<file path="src/rtl/spi_flash_responder.sv">
// rtl/spi_flash_responder.sv - SPI mode-0 flash responder serving READ/JEDEC ID from a synchronous byte memory
// Optional feature macro: SPI_RESP_FAST_READ_EN (FAST READ 0x0B with 8 dummy clocks).
// Ports:
//   clk_i, rstn_i                     system clock, synchronous active-low reset
//   spi_sck_i, spi_csn_i, spi_mosi_i  asynchronous SPI pins, oversampled in clk_i
//   spi_miso_o, spi_miso_oe_o         responder data and its output enable
//   mem_rd_o, mem_addr_o              one-cycle read strobe and read address
//   mem_rdata_i                       read data, valid one cycle after mem_rd_o
//   busy_o                            high while a frame is being handled
module spi_flash_responder #(
  parameter int unsigned ADDR_W   = 24,
  parameter logic [23:0] JEDEC_ID = 24'hEF4018
) (
  input  logic              clk_i,
  input  logic              rstn_i,
  input  logic              spi_sck_i,
  input  logic              spi_csn_i,
  input  logic              spi_mosi_i,
  output logic              spi_miso_o,
  output logic              spi_miso_oe_o,
  output logic              mem_rd_o,
  output logic [ADDR_W-1:0] mem_addr_o,
  input  logic [7:0]        mem_rdata_i,
  output logic              busy_o
);

  typedef enum logic [2:0] {
    S_IDLE, S_CMD, S_ADDR, S_DUMMY, S_DATA, S_ID, S_IGNORE
  } state_t;

  state_t state_q, state_n;

  logic [2:0]        sck_sync_q, csn_sync_q;
  logic [1:0]        mosi_sync_q;
  logic              sck_rise, sck_fall, csn_low, csn_fall, mosi_s;
  logic [4:0]        bit_cnt_q;
  logic [22:0]       in_sr_q;
  logic [23:0]       in_next;
  logic [ADDR_W-1:0] addr_q;
  logic [7:0]        sr_q, staged_q, next_byte, id_next_byte;
  logic              rd_q, rd_pend_q, started_q, fast_q, miso_q;
  logic [1:0]        id_idx_q, id_idx_next;
  logic              byte_done, addr_done, cmd_fast;

  assign sck_rise  = sck_sync_q[1] & ~sck_sync_q[2];
  assign sck_fall  = ~sck_sync_q[1] & sck_sync_q[2];
  assign csn_low   = ~csn_sync_q[1];
  assign csn_fall  = ~csn_sync_q[1] & csn_sync_q[2];
  assign mosi_s    = mosi_sync_q[1];
  assign in_next   = {in_sr_q, mosi_s};
  assign byte_done = sck_rise && (bit_cnt_q == 5'd7);
  assign addr_done = sck_rise && (bit_cnt_q == 5'd23);

  assign id_idx_next = (id_idx_q == 2'd2) ? 2'd0 : id_idx_q + 2'd1;

  always_comb begin
    case (id_idx_next)
      2'd0:    id_next_byte = JEDEC_ID[23:16];
      2'd1:    id_next_byte = JEDEC_ID[15:8];
      default: id_next_byte = JEDEC_ID[7:0];
    endcase
  end

  assign next_byte = (state_q == S_ID) ? id_next_byte : staged_q;

  always_comb begin
    state_n  = state_q;
    cmd_fast = 1'b0;
    if (state_q != S_IDLE && !csn_low) begin
      state_n = S_IDLE;
    end else begin
      case (state_q)
        S_IDLE: if (csn_fall) state_n = S_CMD;
        S_CMD: begin
          if (byte_done) begin
            case (in_next[7:0])
              8'h03: state_n = S_ADDR;
              8'h9F: state_n = S_ID;
`ifdef SPI_RESP_FAST_READ_EN
              8'h0B: begin
                state_n  = S_ADDR;
                cmd_fast = 1'b1;
              end
`endif
              default: state_n = S_IGNORE;
            endcase
          end
        end
        S_ADDR:  if (addr_done) state_n = fast_q ? S_DUMMY : S_DATA;
        S_DUMMY: if (byte_done) state_n = S_DATA;
        default: ;
      endcase
    end
  end

  always_ff @(posedge clk_i) begin
    if (!rstn_i) begin
      // CSn synchronizer resets to "low" so a frame already in progress
      // cannot produce a falling edge; only a fresh high-then-low starts one.
      sck_sync_q  <= '0;
      csn_sync_q  <= '0;
      mosi_sync_q <= '0;
      state_q     <= S_IDLE;
      bit_cnt_q   <= '0;
      in_sr_q     <= '0;
      addr_q      <= '0;
      sr_q        <= '0;
      staged_q    <= '0;
      rd_q        <= 1'b0;
      rd_pend_q   <= 1'b0;
      started_q   <= 1'b0;
      fast_q      <= 1'b0;
      miso_q      <= 1'b0;
      id_idx_q    <= '0;
    end else begin
      sck_sync_q  <= {sck_sync_q[1:0], spi_sck_i};
      csn_sync_q  <= {csn_sync_q[1:0], spi_csn_i};
      mosi_sync_q <= {mosi_sync_q[0], spi_mosi_i};
      state_q     <= state_n;
      rd_q        <= 1'b0;
      rd_pend_q   <= rd_q;
      // First byte of a read goes straight to the shifter; prefetches are
      // staged until the current byte has been fully shifted out.
      if (rd_pend_q) begin
        if (started_q) staged_q <= mem_rdata_i;
        else           sr_q     <= mem_rdata_i;
      end
      if (state_n == S_IDLE) begin
        bit_cnt_q <= '0;
        started_q <= 1'b0;
        rd_pend_q <= 1'b0;
        miso_q    <= 1'b0;
        fast_q    <= 1'b0;
        id_idx_q  <= '0;
      end else begin
        case (state_q)
          S_CMD: begin
            if (sck_rise) begin
              in_sr_q   <= in_next[22:0];
              bit_cnt_q <= byte_done ? 5'd0 : bit_cnt_q + 5'd1;
              fast_q    <= cmd_fast;
              if (state_n == S_ID) begin
                sr_q     <= JEDEC_ID[23:16];
                id_idx_q <= '0;
              end
            end
          end
          S_ADDR: begin
            if (sck_rise) begin
              in_sr_q   <= in_next[22:0];
              bit_cnt_q <= addr_done ? 5'd0 : bit_cnt_q + 5'd1;
              if (addr_done) begin
                addr_q <= in_next[ADDR_W-1:0];
                rd_q   <= 1'b1;
              end
            end
          end
          S_DUMMY: begin
            if (sck_rise) bit_cnt_q <= byte_done ? 5'd0 : bit_cnt_q + 5'd1;
          end
          S_DATA, S_ID: begin
            // bit_cnt_q counts bits already presented within the current byte.
            if (sck_fall) begin
              if (!started_q) begin
                miso_q    <= sr_q[7];
                started_q <= 1'b1;
                bit_cnt_q <= '0;
              end else if (bit_cnt_q == 5'd7) begin
                sr_q      <= next_byte;
                miso_q    <= next_byte[7];
                bit_cnt_q <= '0;
                if (state_q == S_ID) id_idx_q <= id_idx_next;
              end else begin
                sr_q      <= {sr_q[6:0], 1'b0};
                miso_q    <= sr_q[6];
                bit_cnt_q <= bit_cnt_q + 5'd1;
              end
            end
            // Prefetch while the initiator samples bit 7 of the current byte.
            if (state_q == S_DATA && sck_rise && started_q && bit_cnt_q == 5'd0) begin
              addr_q <= addr_q + ADDR_W'(1);
              rd_q   <= 1'b1;
            end
          end
          default: ;
        endcase
      end
    end
  end

  assign spi_miso_o    = miso_q;
  assign spi_miso_oe_o = (state_q == S_DATA) || (state_q == S_ID);
  assign mem_rd_o      = rd_q;
  assign mem_addr_o    = addr_q;
  assign busy_o        = (state_q != S_IDLE);

endmodule

</file>
<file path="config.mk">
export PLATFORM = sky130hd
export DESIGN_NAME = spi_flash_responder
export DESIGN_NICKNAME = d
export VERILOG_FILES = /design/src/rtl/spi_flash_responder.sv
export SDC_FILE = /design/constraint.sdc
export NUM_CORES = 1
export LEC_CHECK = 0
export CORE_ASPECT_RATIO = 0.8
export CORE_UTILIZATION = 57
export CTS_CLUSTER_SIZE = 28
export DETAILED_ROUTE_END_ITERATION = 10
export GPL_TIMING_DRIVEN = 1
export MAX_ROUTING_LAYER = met4
export PLACE_DENSITY = 0.78
export SLEW_MARGIN = 30
export SYNTH_ARGS = -nofsm -noshare
export SYNTH_HDL_FRONTEND = slang
export SYNTH_SLANG_ARGS = --single-unit
</file>
<file path="constraint.sdc">
create_clock -name clk_i -period 2.2 [get_ports clk_i]
set_input_delay 0.33 -clock clk_i [delete_from_list [all_inputs] [get_ports clk_i]]
set_output_delay 0.33 -clock clk_i [all_outputs]
set_load 0.05 [all_outputs]
</file>
# After elaboration in Yosys (flattened, before gate mapping)
# Cells that the tools add are included.
dict set report classes {
  n_shift 0
  multipliers 0
  magnitude_cmp 0
  reduce_logical 25
  n_mux 44
  n_div 0
  bitwise_logic 8
  eq_ne 22
  add_sub_neg 3
}
# cell n
set op_table {}
lappend op_table {{$mux W24} 3}
lappend op_table {{$mux W8} 9}
lappend op_table {{$pmux W24 S2} 1}
lappend op_table {{$mux W5} 7}
lappend op_table {{$pmux W8 S2} 2}
lappend op_table {{$add A24 B1 Y24 const B} 1}
lappend op_table {{$ne A2 B2 Y1 const B} 9}
lappend op_table {{$mux W3} 5}
lappend op_table {{$pmux W5 S3} 1}
lappend op_table {{$mux W2} 7}
lappend op_table {{$pmux W3 S4} 1}
lappend op_table {{$eq A3 B3 Y1 const B} 3}
lappend op_table {{$eq A8 B2 Y1 const B} 1}
lappend op_table {{$eq A8 B8 Y1 const B} 1}
lappend op_table {{$reduce_or A2 Y1} 4}
lappend op_table {{$reduce_and A7 Y1} 1}
lappend op_table {{$eq A3 B2 Y1 const B} 2}
lappend op_table {{$logic_and A1 B1 Y1} 6}
lappend op_table {{$logic_not A3 Y1} 2}
lappend op_table {{$pmux W3 S2} 1}
lappend op_table {{$reduce_bool A3 Y1} 2}
lappend op_table {{$add A5 B1 Y5 const B} 1}
lappend op_table {{$eq A5 B3 Y1 const B} 1}
lappend op_table {{$eq A5 B5 Y1 const B} 1}
lappend op_table {{other kinds (18)} 30}
dict set report word_totals {
  memories 0
  mem_bits_ro 0
  latch_bits 0
  ram_bits 0
  register_bits 85
  inputBits 13
}

# Logic depth before layout (Yosys ltp)
# Gate-level depths: netlist of the first run.
dict set report depth {
  ltp_word 11
  mapped_depth 9
  mapped_depth_nobuf 8
}

# Worst setup path after synthesis of the first run
# Ideal clock, no wire load.
dict set report synth_path {
  path_kind {reg2reg}
  startpoint {register addr_q[0] (netlist: mem_addr_o[0])}
  endpoint {register addr_q[20] (netlist: mem_addr_o[20])}
  setup_time_ns 0.060
  stages_incl_launch_ff 8
  arrival_time_ns 2.258
  n_path_buf 0
  path_slack_ns -0.117
  path_cell_list {dfxtp_1 ha_1 nand3_1 or2_2 nor3_1 nand3_1 a21oi_1 o221a_2}
}
dict set report synth_between {
  elab_chain_len 3
}
# item line
set synth_rtl {}
lappend synth_rtl {{start: declaration} 39} ;# logic [ADDR_W-1:0] addr_q;
lappend synth_rtl {{start signal: assignment} 153} ;# addr_q <= in_next[ADDR_W-1:0];
lappend synth_rtl {{start signal: assignment} 181} ;# addr_q <= addr_q + ADDR_W'(1);
lappend synth_rtl {{$add A24 B1 Y24} 181}
lappend synth_rtl {{$mux W24} 180} ;# if (state_q == S_DATA && sck_rise && started_q && bit_cnt_q == 5'd0) begin
lappend synth_rtl {{$pmux W24 S2} 136} ;# case (state_q)
# Every way passes these cells. The select of a mux whose other input is x is not followed.
# A chain may end at the register's enable or synchronous reset.

# Worst setup path in the final report of the first run
dict set report layout_path {
  startpoint {register state_q[1]}
  endpoint {output port spi_miso_oe_o}
}
dict set report layout_between {
  elab_chain_len 2
  elab_cells_between_ends 3
}
# item line
set layout_rtl {}
lappend layout_rtl {{start: declaration} 31} ;# state_t state_q, state_n;
lappend layout_rtl {{start signal: assignment} 119} ;# state_q <= state_n;
lappend layout_rtl {{$eq A3 B3 Y1} 192} ;# assign spi_miso_oe_o = (state_q == S_DATA) || (state_q == S_ID);
lappend layout_rtl {{$logic_or A1 B1 Y1 *} 192}
lappend layout_rtl {{end: declaration} 20} ;# output logic spi_miso_oe_o,
# Every way passes the cells marked *; elsewhere a longest branch is shown, timed or not.

==> flow_summary.ini, run 1 <==
[global_route]
grt_pass1_vias = 3921
grt_first_pass_wirelength_mm = 18.9
grt_antenna_before_repair = 0
grt_max_degree = 42
overflow = 0
grt_usage = 0.310

[cts]
cts_tree = built
cts_hold_buffers = 0
cts_buffer_depth = 2
cts-htree-levels = 3
cts.sinks = 85
path_clk_slew_ps = 90
insertion_delay_ps = 360
cts_root_buf = clkbuf_8
postCtsSetupBuffers = 0
cts_buffers = 9

[route]
routed_via_density = 6.30
vias = 4260
wl_mm = 11.5
wl_per_cell_um = 16.9
ant_nets = 0
drtIter0Drc = 319
firstDrtPassIters = 5
post-route-drc-count = 0

[floorplanning]
die_x_um = 99.2
initial_core_util = 0.607
die_h_um = 79.8
core_area_mm2 = 0.00709
rows = 27
io_pins = 41
die-area_mm2 = 0.00791

[setup_path]
reg2reg_depth = 7
setup.worst_path.class = reg2out
worstPathMaxFanout = 29
endpoint_kind = output port
cp_data_required_time_ps = 1870
worstPathArrival_ps = 1780
cp-start-kind = register

[sta]
tightest_slew_ps = 687
drv_slew = 0
fin_skew_ps = 7.78
hold_viol = 0
setup_viol = 0
rsz0062_at_grt = no
relSlewSlack = 0.537
clock.fmax_mhz = 474
fin_setup_tns_ps = 0
period_needed_ps = 2110
period_share = 0.959

[finish]
layout_commonest_cell = dfxtp_1
final_nets = 600
area_delta_synth_final_pct = 21.5
final_area_mm2 = 0.00524
antenna_cells = 0
post-route-util = 0.738
final_layout_size_suffix_gt1_frac = 0.127
final_cell_mix = 80 x dfxtp_1, 68 x nor2_1, 50 x a21oi_1, 46 x nand2_1, 38 x clkdlybuf4s50_1

[power_and_ir_drop]
vdd.ir_drop.worst_uv = 405
switching_share = 0.222
combPwrFrac = 0.035
p_seq_frac = 0.533
power_switching_mw = 0.644
power.density_mw_per_mm2 = 554
p_int_mw = 2.26
p_leak_nw = 2.01
clockPowerShare = 0.432

[synthesis]
syn_nets = 548
synth.avg_cell_area_um2 = 8.10
synth_cell_types = 57
synth-main-ff-cell = dfxtp_1
ys_seq_area_frac = 0.395
ys_seq_elements = 85
synth_area_mm2 = 0.00431
async_flop_share = 0
synthCells = 532
synth-edff-count = 0
yosys_warnings = 0

[placed_design]
place.gp.congestion = 0.924
dpl-instance-area_mm2 = 0.00497
hpwl_mm = 8.13
io_buffers = 40

[hold_path]
hp-class = reg2reg
hold_depth = 1

[flow_run]
drv_cap = 0

[outcome]
status = finished clean
flip-flops by register name, summed over array words and instances (netlist names):
signal,cells
bit_cnt_q,5
csn_sync_q,3
id_idx_q,2
in_sr_q,23
mem_addr_o,24
mem_rd_o,1
mosi_sync_q,2
rd_pend_q,1
sck_sync_q,3
spi_miso_o,1
sr_q,8
staged_q,8
started_q,1
state_q,3
worst paths after layout:
path	from	endpoint	slack [ps]
min reg2reg	mosi_sync_q[0]	mosi_sync_q[1]	450
max reg2reg	bit_cnt_q[0]	sr_q[2]	100
max	state_q[1]	spi_miso_oe_o	90
min	mosi_sync_q[0]	mosi_sync_q[1]	450
layout make-up:
class,count,area (µm²)
Clock inverter,5,83.8
Timing Repair Buffer,73,681
Multi-Input combinational cell,406,2480
Fill cell,554,1860
Sequential cell,85,1710
Clock buffer,11,141
Tap cell,87,109
Inverter,9,37.5
cell families (layout without fill, tap and decap cells):
logic type,Yosys count,after routing,share of synthesized area
and+or+nand+nor,214,214,0.247
DFF,85,85,0.395
buffers and inverters,41,98,0.0372
xor gates and xnor gates,1,1,0.00203
muxes,33,33,0.0769
AOI/OAI and AO/OA,155,155,0.233
adders and majority gates,3,3,0.00871
worst max-delay path, cell delays in order (launching register included):
cell,delay (ps)
dfxtp_2,380
nand2b_2,220
buf_4,230
clkinvlp_4,180
buf_12,200
buf_4,190
cells in the mapped netlist, types with 4 or more instances:
library cell | instances | share of area
nor3_1 | 9 | 0.010
nor2_1 | 68 | 0.059
clkbuf_1 | 28 | 0.024
o21ai_1 | 7 | 0.0081
mux2i_1 | 32 | 0.074
o21a_1 | 6 | 0.010
o22ai_1 | 5 | 0.0073
inv_1 | 8 | 0.0070
and4_1 | 4 | 0.0081
o21ai_0 | 27 | 0.031
a211oi_1 | 4 | 0.0070
o221a_2 | 5 | 0.013
dfxtp_1 | 85 | 0.39
nand3_1 | 31 | 0.036
nor2b_1 | 5 | 0.0073
and3_1 | 5 | 0.0073
o31ai_1 | 9 | 0.016
a21oi_1 | 50 | 0.058
nand2_1 | 46 | 0.040
nor4_1 | 4 | 0.0058
a211o_1 | 7 | 0.014
a31oi_1 | 13 | 0.019
and2_1 | 14 | 0.020
nor3b_1 | 7 | 0.012
power groups by stage:
stage | Sequential (mW) | Clock [mW] | Combinational, mW
6_report | 1.55 | 1.25 | 0.101
5_1_grt | 1.55 | 1.34 | 0.108
4_1_cts | 1.55 | 1.27 | 0.101
3_5_place_dp | 1.58 | 0 | 0.0997
3_3_place_gp | 1.58 | 0 | 0.0975
2_1_floorplan | 1.58 | 0 | 0.0506
per-stage QoR:
step | worst slack, ps | hold slack, ps | total power [mW] | cells
floorplan | 48.9 | 412 | 1.63 | 532
global placement | 166 | 416 | 1.68 | 660
detailed placement | 35.5 | 425 | 1.68 | 660
CTS | 2.56 | 453 | 2.92 | 676
global route | 8.54 | 455 | 3.00 | 676
finish | 89.7 | 449 | 2.90 | 676
per-layer routing:
metal,up-vias,global-route usage,part of all wire
met5,-,-,0
met4,0,0.0853,0.010
met3,12,0.0604,0.068
met2,189,0.491,0.48
met1,2009,0.406,0.45
li1,2050,-,-
what timing repair did:
action,in CTS,in global routing
endpoints found under the hold margin,0,0
endpoints found under the setup margin,1,15
resized for setup,2,9
pin swaps,0,3
(Power assumes the default switching activity.)
==> inputs of run 2 (changes only) <==
--- a/config.mk
+++ b/config.mk
@@ -5,13 +5,15 @@
 export SDC_FILE = /design/constraint.sdc
 export NUM_CORES = 1
 export LEC_CHECK = 0
+export CAP_MARGIN = 10
 export CORE_ASPECT_RATIO = 0.8
-export CORE_UTILIZATION = 57
+export CORE_UTILIZATION = 63
 export CTS_CLUSTER_SIZE = 28
 export DETAILED_ROUTE_END_ITERATION = 10
+export DONT_BUFFER_PORTS = 1
 export GPL_TIMING_DRIVEN = 1
 export MAX_ROUTING_LAYER = met4
-export PLACE_DENSITY = 0.78
+export PLACE_DENSITY_LB_ADDON = 0.3
 export SLEW_MARGIN = 30
 export SYNTH_ARGS = -nofsm -noshare
 export SYNTH_HDL_FRONTEND = slang
==> run 2 against run 1 <==
Against the previous run: wire length shrank 1.2%; cell count down 3.1%; sequential power about the same; clock skew is 7.1 ps higher; worst hold slack worse by 360 ps; critical path depth increased by 1; core utilization up 2.4 points; global-route usage up 2.6 points; non-clock buffer count shrank 18; clock power fell by 14%; largest cell class unchanged; largest power group unchanged.
==> flow_summary.ini, run 2 (synthesized netlist as in run 1, its figures left out) <==
[outcome]
status = finished clean

[global_route]
overflow = 0
use_met2 = 0.502
grt_antenna_before_repair = 0
grt_pass1_vias = 3954
met1_usage = 0.443
grt_max_degree = 42
grt_first_pass_wirelength_mm = 18.7
grt_usage = 0.336
gr-usage-met3 = 0.0818
gr-max-usage-layer = met2

[finish]
final_cell_mix = 80 x dfxtp_1, 68 x nor2_1, 53 x buf_4, 50 x a21oi_1, 46 x nand2_1
final_layout_size_suffix_gt1_frac = 0.170
final_area_mm2 = 0.00496
antenna_cells = 0
area_delta_synth_final_pct = 15.0
nFillCells = 477
layout_commonest_cell = dfxtp_1
multi_input_area_mm2 = 0.00248
post-route-util = 0.762
largest_reg_flops = 24
seqCellArea_mm2 = 0.00171
final_nets = 582

[setup_path]
critPathLaunch = state_q[2]
reg2reg_from = state_q[2]
setup.worst_path.class = reg2reg
cp_data_required_time_ps = 2480
worstPathMaxFanout = 6
endpoint_kind = register
worstPathArrival_ps = 2450
cp-start-kind = register

[sta]
period_share = 0.983
period_needed_ps = 2160
tightest_slew_ps = 656
relSlewSlack = 0.559
fin_skew_ps = 14.9
clock.fmax_mhz = 463
fin_setup_tns_ps = 0
rsz0062_at_grt = yes
worst_slack_ps = 38.2
setup_viol = 0
drv_slew = 0
hold_viol = 0

[placed_design]
dpl-instance-area_mm2 = 0.00472
pre_cts_ws_ps = 62.2
io_buffers = 0
hpwl_mm = 7.83
place.gp.congestion = 1.02

[route]
wl_per_cell_um = 17.3
ant_nets = 0
routed_via_density = 6.52
drtIter0Drc = 401
wl_mm = 11.3
post-route-drc-count = 0
vias = 4271
firstDrtPassIters = 5

[power_and_ir_drop]
p_seq_frac = 0.576
total_power_mw = 2.69
p_int_mw = 2.05
p_leak_nw = 1.98
combPwrFrac = 0.025
power.density_mw_per_mm2 = 543
vdd.ir_drop.worst_uv = 545
switching_share = 0.238
clockPowerShare = 0.399
power_switching_mw = 0.642

[flow_run]
drv_cap = 0

[floorplanning]
die_x_um = 94.5
rows = 26
initial_core_util = 0.662
die_h_um = 76.0
io_pins = 41
core_area_mm2 = 0.00651
die-area_mm2 = 0.00718

[hold_path]
min_from = rstn_i
hp-class = in2reg

[cts]
cts_buffer_depth = 2
cts_tree = built
cts_buffers = 9
cts_root_buf = clkbuf_8
insertion_delay_ps = 360
cts-htree-levels = 3
cts.sinks = 85
path_clk_slew_ps = 90
cts_hold_buffers = 0
## run 2: path summary, 6_finish.rpt
kind / to / slack, ps / depth (start not counted)
hold / removal: csn_sync_q[0] / 90 / 1
setup / recovery: sr_q[2] / 40 / 6
hold reg to reg: sck_sync_q[1] / 440 / 1
setup reg to reg: sr_q[2] / 40 / 6
## run 2: final cells by class
class | instances | area share
tap | 84 | 0.0212
clock buffer | 11 | 0.0305
timing repair buffer | 55 | 0.0873
sequential | 85 | 0.345
clock inverter | 5 | 0.00858
multi-input combinational | 406 | 0.501
inverter | 9 | 0.00681
## run 2: repair_timing
item / 4_1_cts / 5_1_grt
pin swaps: 0 / 3
gates resized for setup: 2 / 9
hold endpoints to repair: 0 / 0
setup buffers: 0 / 1
endpoints found under the setup margin: 1 / 19
## run 2: power by group through the flow
stage | registers, mW | clock network, mW | logic [mW]
6_report | 1.55 | 1.07 | 0.0672
5_1_grt | 1.55 | 1.16 | 0.0725
4_1_cts | 1.55 | 1.08 | 0.0656
3_5_place_dp | 1.58 | 0 | 0.0653
3_3_place_gp | 1.58 | 0 | 0.0635
2_1_floorplan | 1.58 | 0 | 0.0506
## run 2: worst max-delay path, cell delays in order (launching register included)
cell and delay (ps):
dfxtp_1 370, or3b_4 410, a211o_1 350, a2111oi_4 360, o211ai_2 230, o221a_1 190, o22ai_1 170
## run 2: routing by layer
layer,vias up,part of all wire
met5,-,0
met4,0,0.022
met2,216,0.47
met1,2011,0.43
li1,2009,-
met3,35,0.081
## run 2: stage by stage
stage               hold WS, ps  instances
finish                     91.4        655
global route               69.4        655
CTS                        85.3        654
detailed placement          419        638
global placement            415        638
floorplan                   412        532
